--- config.mk ---
export PLATFORM = sky130hd
export DESIGN_NAME = keypad_scanner
export DESIGN_NICKNAME = d
export VERILOG_FILES = /design/src/rtl/keypad_scanner.sv
export SDC_FILE = /design/constraint.sdc
export NUM_CORES = 1
export LEC_CHECK = 0
export ABC_AREA = 0
export BUFFER_PORTS_ARGS = -buffer_cell sky130_fd_sc_hd__buf_2
export CAP_MARGIN = 20
export CORE_ASPECT_RATIO = 2
export CORE_MARGIN = 1.5
export CORE_UTILIZATION = 52
export DETAILED_ROUTE_END_ITERATION = 10
export GPL_TIMING_DRIVEN = 0
export PLACE_DENSITY = 0.75
export SLEW_MARGIN = 20
export SYNTH_ARGS = -nofsm -noshare
export SYNTH_HDL_FRONTEND = slang
export SYNTH_SLANG_ARGS = --single-unit
export TNS_END_PERCENT = 100
--- constraint.sdc ---
create_clock -name clk -period 1.9 [get_ports clk]
set_input_delay 0.57 -clock clk [delete_from_list [all_inputs] [get_ports clk]]
set_output_delay 0.57 -clock clk [all_outputs]
set_load 0.02 [all_outputs]
--- src/rtl/keypad_scanner.sv ---
// 4x4 matrix keypad scanner: walks an active-low row, debounces the first low column
// it finds, and emits one key_valid pulse per accepted press while shifting the s1/s2 history.
module keypad_scanner #(
    parameter int SCAN_DIV       = 24000,
    parameter int DEBOUNCE_TICKS = 20
) (
    input  logic       clk,
    input  logic       reset,
    input  logic [3:0] cols,
    output logic [3:0] rows,
    output logic [3:0] key_code,
    output logic       key_valid,
    output logic [3:0] s1,
    output logic [3:0] s2
);
    localparam int TW = (SCAN_DIV > 1) ? $clog2(SCAN_DIV) : 1;
    localparam int DW = $clog2(DEBOUNCE_TICKS + 1);

    typedef enum logic [1:0] {SCAN, DEBOUNCE, HELD} state_t;

    state_t          state_reg, state_next;
    logic [TW-1:0]   tick_cnt_reg;
    logic            tick;
    logic [1:0]      row_idx_reg, row_idx_next;
    logic [1:0]      col_idx_reg, col_idx_next;
    logic [DW-1:0]   db_cnt_reg, db_cnt_next;
    logic [3:0]      key_code_reg, key_code_next;
    logic            key_valid_reg, key_valid_next;
    logic [3:0]      s1_reg, s1_next;
    logic [3:0]      s2_reg, s2_next;
    logic [1:0]      low_col;
    logic [3:0]      code;

    assign tick = (tick_cnt_reg == TW'(SCAN_DIV - 1));

    always_ff @(posedge clk) begin
        if (!reset || tick) tick_cnt_reg <= '0;
        else                tick_cnt_reg <= tick_cnt_reg + TW'(1);
    end

    // One-cold row drive decoded straight from the row index
    generate
        for (genvar gi = 0; gi < 4; gi++) begin : g_rows
            assign rows[gi] = (row_idx_reg != 2'(gi));
        end
    endgenerate

    always_comb begin
        casez (cols)
            4'b???0: low_col = 2'd0;
            4'b??01: low_col = 2'd1;
            4'b?011: low_col = 2'd2;
            default: low_col = 2'd3;
        endcase
    end

    always_comb begin
        case ({row_idx_reg, col_idx_reg})
            4'd0:  code = 4'h1;  4'd1:  code = 4'h2;  4'd2:  code = 4'h3;  4'd3:  code = 4'hA;
            4'd4:  code = 4'h4;  4'd5:  code = 4'h5;  4'd6:  code = 4'h6;  4'd7:  code = 4'hB;
            4'd8:  code = 4'h7;  4'd9:  code = 4'h8;  4'd10: code = 4'h9;  4'd11: code = 4'hC;
            4'd12: code = 4'hE;  4'd13: code = 4'h0;  4'd14: code = 4'hF;  default: code = 4'hD;
        endcase
    end

    always_comb begin
        state_next     = state_reg;
        row_idx_next   = row_idx_reg;
        col_idx_next   = col_idx_reg;
        db_cnt_next    = db_cnt_reg;
        key_code_next  = key_code_reg;
        key_valid_next = 1'b0;
        s1_next        = s1_reg;
        s2_next        = s2_reg;
        if (tick) begin
            case (state_reg)
                SCAN: begin
                    if (cols == 4'hF) begin
                        row_idx_next = row_idx_reg + 2'd1;
                    end else begin
                        col_idx_next = low_col;
                        db_cnt_next  = '0;
                        state_next   = DEBOUNCE;
                    end
                end
                DEBOUNCE: begin
                    if (!cols[col_idx_reg]) begin
                        if (db_cnt_reg == DW'(DEBOUNCE_TICKS - 1)) begin
                            state_next     = HELD;
                            db_cnt_next    = '0;
                            key_code_next  = code;
                            s2_next        = s1_reg;
                            s1_next        = code;
                            key_valid_next = 1'b1;
                        end else begin
                            db_cnt_next = db_cnt_reg + DW'(1);
                        end
                    end else begin
                        state_next   = SCAN;
                        row_idx_next = row_idx_reg + 2'd1;
                    end
                end
                HELD: begin
                    // Only the latched column matters here; other keys are invisible until release
                    if (cols[col_idx_reg]) begin
                        if (db_cnt_reg == DW'(DEBOUNCE_TICKS - 1)) begin
                            state_next   = SCAN;
                            db_cnt_next  = '0;
                            row_idx_next = row_idx_reg + 2'd1;
                        end else begin
                            db_cnt_next = db_cnt_reg + DW'(1);
                        end
                    end else begin
                        db_cnt_next = '0;
                    end
                end
                default: state_next = SCAN;
            endcase
        end
    end

    always_ff @(posedge clk) begin
        if (!reset) begin
            state_reg     <= SCAN;
            row_idx_reg   <= '0;
            col_idx_reg   <= '0;
            db_cnt_reg    <= '0;
            key_code_reg  <= '0;
            key_valid_reg <= 1'b0;
            s1_reg        <= '0;
            s2_reg        <= '0;
        end else begin
            state_reg     <= state_next;
            row_idx_reg   <= row_idx_next;
            col_idx_reg   <= col_idx_next;
            db_cnt_reg    <= db_cnt_next;
            key_code_reg  <= key_code_next;
            key_valid_reg <= key_valid_next;
            s1_reg        <= s1_next;
            s2_reg        <= s2_next;
        end
    end

    assign key_code  = key_code_reg;
    assign key_valid = key_valid_reg;
    assign s1        = s1_reg;
    assign s2        = s2_reg;
endmodule

==> results of run 1 <==
-- layer usage --
metal,vias up,global-route usage,routed length [um]
met5,-,0,0
met4,0,0.0857,74
met3,6,0.0364,90
met2,33,0.455,2500
met1,747,0.200,1440
li1,798,-,-
-- final timing paths --
path                        from            end  slack (ns)  depth (start not counted)
setup / recovery         cols[2]  db_cnt_reg[1]      -0.001                          8
hold / removal     db_cnt_reg[0]  db_cnt_reg[0]        0.49                          2
setup reg to reg  col_idx_reg[0]  db_cnt_reg[1]      -0.001                          7
hold reg to reg    db_cnt_reg[0]  db_cnt_reg[0]        0.49                          2
-- final cells by class --
class	instances	area, sq um	area share
multi-input cells	149	1200	0.491
flip-flops and latches	35	716	0.293
repair buffers	32	200	0.0821
plain buffers	10	81.3	0.0333
inverters	18	71.3	0.0292
clock buffers	5	68.8	0.0282
well taps	49	61.3	0.0251
clock inverters	3	43.8	0.0179
-- power groups by stage --
stage	logic, uW	registers [uW]	clock network, uW
floorplan	24.4	760	0
global placement	39.4	761	0
detailed placement	39.0	761	0
CTS	51.6	743	679
global route	58.9	744	712
finish	52.8	744	671
-- cell usage after synthesis (all sizes together) (2+ instances only) --
cell type	instances	area (sq um)
a21oi	7	35.0
and3	6	37.5
buf	6	40.0
clkbuf	4	16.3
dfxtp	35	701
ha	15	188
inv	17	63.8
mux2	3	33.8
mux2i	10	100
mux4	2	45.0
nand2	17	63.8
nand3	9	57.6
nand4	3	18.8
nand4b	3	26.3
nand4bb	3	33.8
nor2	27	101
nor3	2	10.0
nor4b	2	32.5
o21ai	2	10.0
o31ai	3	22.5
o32ai	3	26.3
or3	2	12.5
or4	2	18.8
xnor2	10	87.6
xor2	5	43.8
-- per-stage QoR --
step	worst slack (ns)	total power [uW]	area [sq um]	hold slack [ns]	util
2_1_floorplan	-0.0974	785	1950	0.430	-
3_3_place_gp	-0.326	801	2120	0.444	0.587
3_5_place_dp	-0.365	800	2120	0.453	0.587
4_1_cts	-0.0296	1470	2380	0.492	0.661
5_1_grt	-0.0738	1520	2440	0.516	0.676
6_report	-0.00106	1470	2440	0.491	0.676
-- cells by family after synthesis --
logic type,after synthesis
compound gates,19
mux,15
flops,35
buf+inv,28
fa+ha+maj,15
xor+xnor,15
simple gates,85
-- critical path, delay by kind of cell --
kind | cells | cell delay, ns
mux | 1 | 0.50
simple gates | 3 | 0.52
compound gates | 1 | 0.12
buf+inv | 3 | 0.40
-- layout by cell type (no fill, tap or decap), types with 5 or more instances in the layout --
master    instances
a21oi_1           6
and3_1            5
buf_2            19
buf_4            16
clkbuf_8          6
dfxtp_1          27
dfxtp_2           6
ha_1             14
inv_1            16
mux2i_1          10
nand2_1          17
nand3_1           7
nor2_1           27
xnor2_1          10
xor2_1            5
-- timing repair --
action | 4_1_cts | 5_1_grt
pin swaps | 7 | 4
endpoints found under the setup margin | 21 | 31
resized for setup | 21 | 14
setup buffers | 9 | 2
==> results.md, run 1 <==
* Max Transition Viols Final at 0
* Post-synthesis cell type count at 44
* Setup TNS at -0.00106 ns
* Max Fclk at 0.526 GHz
* Core Box Area at 3610 sq um
* # hold bufs at CTS at 0
* FILL cells at 295
* Hold/Removal Path Class: reg2reg
* Clk pwr share at 0.457
* Final setup vio count at 1
* Flops & latches, synth at 35
* Total of max-cap violations at 0
* Inst Count DP at 282
* Switching share of power at 0.216
* CTS root buf: clkbuf_8
* CP Class: in2reg
* Starting Density at 0.540
* Crit end category: flop
* Largest net degree at the start of global routing at 13
* Std cell rows at 31
* Violated checks: setup timing
* Cells after Synth at 212
* Vias in the first global route at 1531
* Syn_nets at 233
* Pint at 1150 uW
* Max clock buf depth at 2
* Total GRT Usage at 0.225
* Setup ws final at -0.00106 ns
* Sw Pwr at 317 uW
* Vias at 1584
* Final cell count without fillers at 301
* IO Port Bufs at 21
* Share of layout cells above drive strength 1 at 0.310
* Post-synthesis mux area share at 0.0918
* Worst EP required at 2.11 ns
* Drt total wl at 4.11 mm
* Clock latency on the worst-skew pair at 0.29 ns
* Outcome: finished, violations left
* Crit path cell chain: buf_2 > mux4_2 > nand2_1 > nand4bb_1 > clkbuf_8 > buf_6 > or3_4 > a21oi_1
* Die footprint at 4140 sq um
* Die height at 89.6 um
* GP Congestion at 0.780
* Final nets at 272
* Biggest cell delay along the critical path at 0.50 ns
* Clock Sink Count at 35
* Detail Route Antenna Nets at 0
* P&R area growth vs syn at 25.2%
* Measured slew at the worst slew-check pin at 0.498 ns
* N_diodes at 0
* Pwr Density at 602 nW/um^2
* Post-synth EDFFs at 0
* Clk_skew at 0.00786 ns
* P_leak at 0.00106 uW
* RSZ-0062 raised after global routing: true
* Max reg flops at 15
* Drt pass-1 iters at 4
* First-pass GRT wire length at 6.76 mm
* Dominant synthesized flop cell: dfxtp_1
* CTS tree: done
* Setup crit start kind: input pin
* Initial antenna violation count at 0
* Peak supply drop at 539 uV
* Post-synthesis sequential area ratio at 0.360
* Slowest CP cell: mux4_2
* Comb power frac at 0.036
* Final worst-path cycle share at 1.00
* CTS buffer count at 5
* Worst-path clk slew at 0.07 ns
* Routed len/inst at 13.7 um
* Total gr overflow at 0
* Yosys warns at 0
* Final hold vios at 0
* Sequential Power Share at 0.507
* Number of DRC markers in iteration 0 at 27
* Xor and xnor fraction of the mapped netlist area at 0.0674
* Compound-Gate Fraction of Synth Area at 0.0668
* Simple-Gate Fraction of Synth Area at 0.254
* Io pins at 23
* Via-to-Cell Ratio at 5.26
* Die width at 46.3 um
* Min Tclk post-route at 1.90 ns
* DRC viols at 0
* Adder-Cell Fraction of Synth Area at 0.0963
* Hpwl dp at 2.93 mm
* Syn avg cell area at 9.19 sq um
* Relative slew slack at 0.665
* Post-Synthesis Cell Area at 1950 sq um
* Async set-or-reset flop fraction in the synthesized netlist at 0
* Critical path peak fanout at 5
* Arr. time, crit path at 2.12 ns
* Largest family of logic cells by synthesized area: simple AND/OR/NAND/NOR gates
* H-tree level count at 2
Note: power is estimated with default switching activity, not from simulation.
==> run 2: changes to the inputs <==
Clock period 1.9 ns to 1.6 ns, I/O delays scaled along.
==> run 2 against run 1 <==
The run still ends with setup timing left; critical endpoint is now db_cnt_reg[0]; largest power group is now clock; via count grew 4.0%; sequential share of layout area shrank 1.2 points; total power grew 30%.
==> results.md, run 2 (synthesized netlist as in run 1, its figures left out) <==
* Std cell rows at 31 (unchanged)
* Clock latency on the worst-skew pair at 0.29 ns (about the same)
* Number of DRC markers in iteration 0 at 27 (unchanged)
* Worst EP required at 1.81 ns (-0.30 ns)
* Final setup vio count at 30 (+29)
* Share of layout cells above drive strength 1 at 0.400 (+0.0905)
* Pint at 1520 uW (+32%)
* Worst-path clk slew at 0.08 ns (about the same)
* CP Class: reg2reg
* Via-to-Cell Ratio at 5.42 (+3.0%)
* Crit path depth at 6 (-2)
* Min Tclk post-route at 1.99 ns
* Total of max-cap violations at 0 (unchanged)
* Met3 usage at 0.0364 (unchanged)
* Violated checks: setup timing
* Max Fclk at 0.504 GHz
* Max reg flops at 15 (unchanged)
* Relative slew slack at 0.659 (-0.00639)
* Hold_sp: cols[0]
* Crit end category: flop
* Routing usage on met1 at 0.207 (+0.00648)
* Final cell count without fillers at 304 (+1.0%)
* Total gr overflow at 0 (unchanged)
* Switching share of power at 0.202 (-0.0143)
* Measured slew at the worst slew-check pin at 0.511 ns (+0.0134 ns)
* P_leak at 0.00109 uW (+3.5%)
* CTS buffer count at 5 (unchanged)
* Die height at 89.6 um (unchanged)
* Reg2Reg Depth at 6 (-1)
* Comb power frac at 0.034 (-0.002)
* Io pins at 23 (unchanged)
* Routed len/inst at 15.2 um (+11%)
* Hpwl dp at 3.12 mm (+6.4%)
* Arr. time, crit path at 2.20 ns (+0.08 ns)
* CTS tree: done
* Setup crit start kind: flop
* Commonest non-fill, non-tap cell in the layout: nor2_1
* DRC viols at 0 (unchanged)
* GRT met2 Usage at 0.499 (+0.0442)
* Pwr Density at 739 nW/um^2 (+23%)
* Most frequent cells in the layout: nor2_1, dfxtp_1, nand2_1, buf_4, buf_2
* Starting Density at 0.540 (unchanged)
* CP bufs+invs at 1 (-2)
* Final nets at 275 (+1.1%)
* Largest net degree at the start of global routing at 13 (unchanged)
* IO Port Bufs at 21 (unchanged)
* Vias in the first global route at 1632 (+6.6%)
* R2R Path Start: col_idx_reg[0]
* Detail Route Antenna Nets at 0 (unchanged)
* Biggest cell delay along the critical path at 0.53 ns (+0.03 ns)
* Worst Hold Depth at 3 (+1)
* Max clock buf depth at 2 (unchanged)
* First-pass GRT wire length at 7.22 mm (+6.9%)
* Peak supply drop at 668 uV (+24%)
* Drt total wl at 4.61 mm (+12%)
* Hold path endpoint: col_idx_reg[1]
* Reg2reg end: db_cnt_reg[0]
* Most crowded layer after global routing: met2
* Total GRT Usage at 0.246 (+0.0209)
* Final worst-path cycle share at 1.24
* Crit path cell chain: mux4_2 > nand2_1 > nand4bb_1 > clkbuf_8 > or4_1 > a21oi_1
* Vias at 1647 (+4.0%)
* Die footprint at 4140 sq um (unchanged)
* N_diodes at 0 (unchanged)
* H-tree level count at 2 (unchanged)
* Die width at 46.3 um (unchanged)
* Clk_skew at 0.00620 ns (-0.00166 ns)
* Core Box Area at 3610 sq um (unchanged)
* Cell family with most CP delay: simple AND/OR/NAND/NOR gates
* Critical path peak fanout at 4 (-1)
* Drt pass-1 iters at 5 (+1)
* P&R area growth vs syn at 32.6%
* Slowest CP cell: mux4_2
* Inst Count DP at 282 (unchanged)
* Sequential Power Share at 0.462 (-0.045)
* GP Congestion at 0.778 (-0.23%)
* Setup ws final at -0.386 ns (-0.384 ns)
* Hold/Removal Path Class: in2reg
* Clock Sink Count at 35 (unchanged)
* RSZ-0062 raised after global routing: true
* Final hold vios at 0 (unchanged)
* Max Transition Viols Final at 0 (unchanged)
* Fin Hold WS at 0.475 ns (-0.0162 ns)
* Outcome: finished, violations left
* Sw Pwr at 385 uW (+21%)
* R2R setup slack at -0.39 ns (-0.38 ns)
* CTS root buf: clkbuf_8
* Initial antenna violation count at 0 (unchanged)
* Clk pwr share at 0.504 (+0.047)
[run 2: cell types whose count changed in the layout (fill, tap and decap cells not counted), sizes merged]
cell	change
buf	+4
bufinv	+1
clkbuf	-1
clkinv	-2
inv	+1
[run 2: cell type report]
cell class	instances	area [sq um]
fillers	260	1020
plain buffers	10	85.1
repair buffers	35	243
clock inverters	3	67.6
flip-flops and latches	35	726
inverters	18	72.6
well taps	49	61.3
clock buffers	5	68.8
multi-input cells	149	1260
[run 2: how the worst max path moves through the flow]
| stage | start | to | slack, ns |
|---|---|---|---|
| final | col_idx_reg[0] | db_cnt_reg[0] | -0.39 |
| after global routing | col_idx_reg[0] | db_cnt_reg[0] | -0.45 |
| after CTS | col_idx_reg[0] | db_cnt_reg[0] | -0.32 |
| after detailed placement | cols[1] | db_cnt_reg[2] | -0.59 |
| after global placement | cols[1] | db_cnt_reg[2] | -0.58 |
| after floorplan | cols[3] | db_cnt_reg[0] | -0.31 |
[run 2: repair_timing]
item | CTS | global route
setup buffers | 16 | 0
cloned | 1 | 0
pin swaps | 5 | 1
hold endpoints to repair | 0 | 0
hold buffers | 0 | 0
setup endpoints to repair | 38 | 34
resized for setup | 50 | 16
[run 2: metal layers]
metal	wire length (um)	share of wire
met5	0	0
met1	1580	0.34
met2	2800	0.61
met3	97	0.021
met4	131	0.028
[run 2: worst register-to-register path, cell delays in order, from the launching register on]
cell and delay [ns]:
dfxtp_4 0.35, mux4_2 0.53, nand2_1 0.08, nand4bb_1 0.16, clkbuf_8 0.18, or4_1 0.46
a21oi_1 0.14
[run 2: stage by stage]
step | setup TNS (ns) | total power [uW] | area (sq um) | setup WS (ns) | utilization
floorplan | -3.52 | 933 | 1960 | -0.307 | -
global placement | -10.26 | 952 | 2130 | -0.577 | 0.590
detailed placement | -10.58 | 953 | 2130 | -0.587 | 0.590
CTS | -5.22 | 1920 | 2550 | -0.319 | 0.707
global route | -8.39 | 1960 | 2580 | -0.452 | 0.716
finish | -6.17 | 1910 | 2580 | -0.386 | 0.716
[run 2: power by group through the flow]
stage	clock (uW)	sequential, uW	combinational [uW]
2_1_floorplan	0	903	30.2
3_3_place_gp	0	904	47.6
3_5_place_dp	0	905	48.4
4_1_cts	977	882	63.2
5_1_grt	1000	883	71.7
6_report	961	882	64.7
==> run 3: changes to the inputs <==
Settings changed: TNS_END_PERCENT 100 to 50.
==> run 3 against run 2 <==
The run still ends with setup timing left; die area did not move; cell area increased by 1.5%; flip-flop and latch count stayed put; global-route usage is 0.34 points lower.
==> results.md, run 3 (synthesized netlist as in run 1, its figures left out) <==
* Hold/Removal Path Class: in2reg
* Peak supply drop at 1160 uV (+74%)
* Die height at 89.6 um (unchanged)
* Total gr overflow at 0 (unchanged)
* Finished Cell Area at 2620 sq um (+1.5%)
* Clock Sink Count at 35 (unchanged)
* Final worst-path cycle share at 1.18 (-0.0619)
* Std cell rows at 31 (unchanged)
* RSZ-0062 raised after global routing: true
* Pwr Density at 676 nW/um^2 (-8.5%)
* P_leak at 0.00111 uW (+1.7%)
* Worst Hold Depth at 3 (unchanged)
* CTS root buf: clkbuf_8
* CTS buffer count at 5 (unchanged)
* Drt total wl at 4.82 mm (+4.6%)
* Final hold vios at 0 (unchanged)
* Die width at 46.3 um (unchanged)
* DRC viols at 0 (unchanged)
* Hold_sp: cols[0]
* Hold path endpoint: col_idx_reg[1]
* Reg2Reg Depth at 6 (unchanged)
* Drt pass-1 iters at 4 (-1)
* FILL cells at 252 (-3.1%)
* Final Util at 0.726 (+0.0104)
* R2R setup slack at -0.29 ns (+0.10 ns)
* Min Tclk post-route at 1.89 ns (-0.0990 ns)
* Detail Route Antenna Nets at 0 (unchanged)
* Number of DRC markers in iteration 0 at 55 (+100%)
* H-tree level count at 2 (unchanged)
* Reg2reg end: db_cnt_reg[4]
* Most frequent cells in the layout: nor2_1, dfxtp_1, nand2_1, buf_4, buf_2
* Crit end category: flop
* IO Port Bufs at 21 (unchanged)
* Relative slew slack at 0.615 (-0.0440)
* GP Congestion at 0.777 (-0.13%)
* Clock latency on the worst-skew pair at 0.29 ns (about the same)
* Total of max-cap violations at 0 (unchanged)
* Max Fclk at 0.530 GHz (+5.2%)
* Max Transition Viols Final at 0 (unchanged)
* Dpl cell area at 2120 sq um (-0.23%)
* Commonest non-fill, non-tap cell in the layout: nor2_1
* Share of layout cells above drive strength 1 at 0.395 (-0.00465)
* Final setup vio count at 34 (+13%)
* Setup ws final at -0.287 ns (+0.0990 ns)
* Worst-path clk slew at 0.07 ns (about the same)
* Routed len/inst at 15.7 um (+3.6%)
* Max reg flops at 15 (unchanged)
* Arr. time, crit path at 2.05 ns (-0.15 ns)
* Vias in the first global route at 1635 (+0.18%)
* Vias at 1688 (+2.5%)
* Inst Count DP at 282 (unchanged)
* N_diodes at 0 (unchanged)
* Starting Density at 0.540 (unchanged)
* Setup crit start kind: flop
* Hpwl dp at 2.97 mm (-4.8%)
* Io pins at 23 (unchanged)
* Final cell count without fillers at 307 (+0.99%)
* Violated checks: setup timing
* R2R Path Start: col_idx_reg[0]
* Total GRT Usage at 0.242 (-0.00344)
* P&R area growth vs syn at 34.5%
* CTS tree: done
* Final nets at 278 (+1.1%)
* Clk_skew at 0.00866 ns (+0.00246 ns)
* CP Class: reg2reg
* Via-to-Cell Ratio at 5.50 (+1.5%)
* Worst EP required at 1.76 ns (-0.05 ns)
* Max clock buf depth at 2 (unchanged)
* Die footprint at 4140 sq um (unchanged)
* Critical path peak fanout at 3 (-1)
* Core Box Area at 3610 sq um (unchanged)
* Measured slew at the worst slew-check pin at 0.577 ns (+0.0660 ns)
* Initial antenna violation count at 0 (unchanged)
* Largest net degree at the start of global routing at 12 (-1)
* Outcome: finished, violations left
* First-pass GRT wire length at 7.20 mm (-0.29%)
run 3: cell types whose count changed in the layout (fill, tap and decap cells not counted), sizes merged:
cell      before  now
buf           42   45
bufinv         2    1
clkbuf         8    9
clkinv         1    2
clkinvlp       1    0
run 3: cell type report:
cell class	instances	area, sq um	area share
timing repair buffer	38	285	0.109
inverter	18	78.8	0.0301
clock buffer	6	82.6	0.0315
multi-input combinational	149	1270	0.485
tap	49	61.3	0.0234
clock inverter	2	35.0	0.0134
buffer	10	85.1	0.0325
sequential	35	721	0.275
run 3: critical path: stages (launching register included):
cell and delay (ns):
dfxtp_4 0.35, mux4_2 0.54, buf_4 0.17, a21o_1 0.17, and2_1 0.21, a21oi_1 0.20, o32ai_2 0.11
run 3: repair_timing:
| item | 4_1_cts | 5_1_grt |
|---|---|---|
| endpoints found under the setup margin | 38 | 38 |
| gates resized for setup | 44 | 25 |
| hold buffers | 0 | 0 |
| pin swaps | 13 | 5 |
| setup buffers | 12 | 5 |
run 3: worst max path at each step:
stage	from	to	slack, ns	depth (start not counted)
2_1_floorplan	cols[3]	db_cnt_reg[0]	-0.31	6
3_3_place_gp	cols[0]	db_cnt_reg[2]	-0.57	7
3_5_place_dp	cols[1]	db_cnt_reg[2]	-0.59	7
4_1_cts	tick_cnt_reg[1]	db_cnt_reg[0]	-0.29	7
5_1_grt	col_idx_reg[0]	db_cnt_reg[1]	-0.35	7
6_report	col_idx_reg[0]	db_cnt_reg[4]	-0.29	6
run 3: power by group:
part           internal [uW]  leakage [uW]  total (uW)  switching (uW)
clock                    504     0.0000612         819             315
combinational           29.8      0.000763        69.4            39.6
sequential               874      0.000288         882            7.72
run 3: routing by layer:
metal,up-vias,part of all wire,track usage
li1,814,-,-
met1,803,0.36,0.211
met2,55,0.57,0.476
met3,16,0.032,0.0404
met4,0,0.038,0.130
met5,-,0,0
run 3: metrics by stage:
stage,total power (uW),TNS [ns],worst slack [ns],hold slack (ns)
floorplan,932,-4.08,-0.307,0.430
global placement,951,-11.90,-0.570,0.451
detailed placement,951,-12.10,-0.590,0.454
CTS,1790,-5.48,-0.289,0.478
global route,1830,-7.88,-0.355,0.507
finish,1770,-5.64,-0.287,0.478
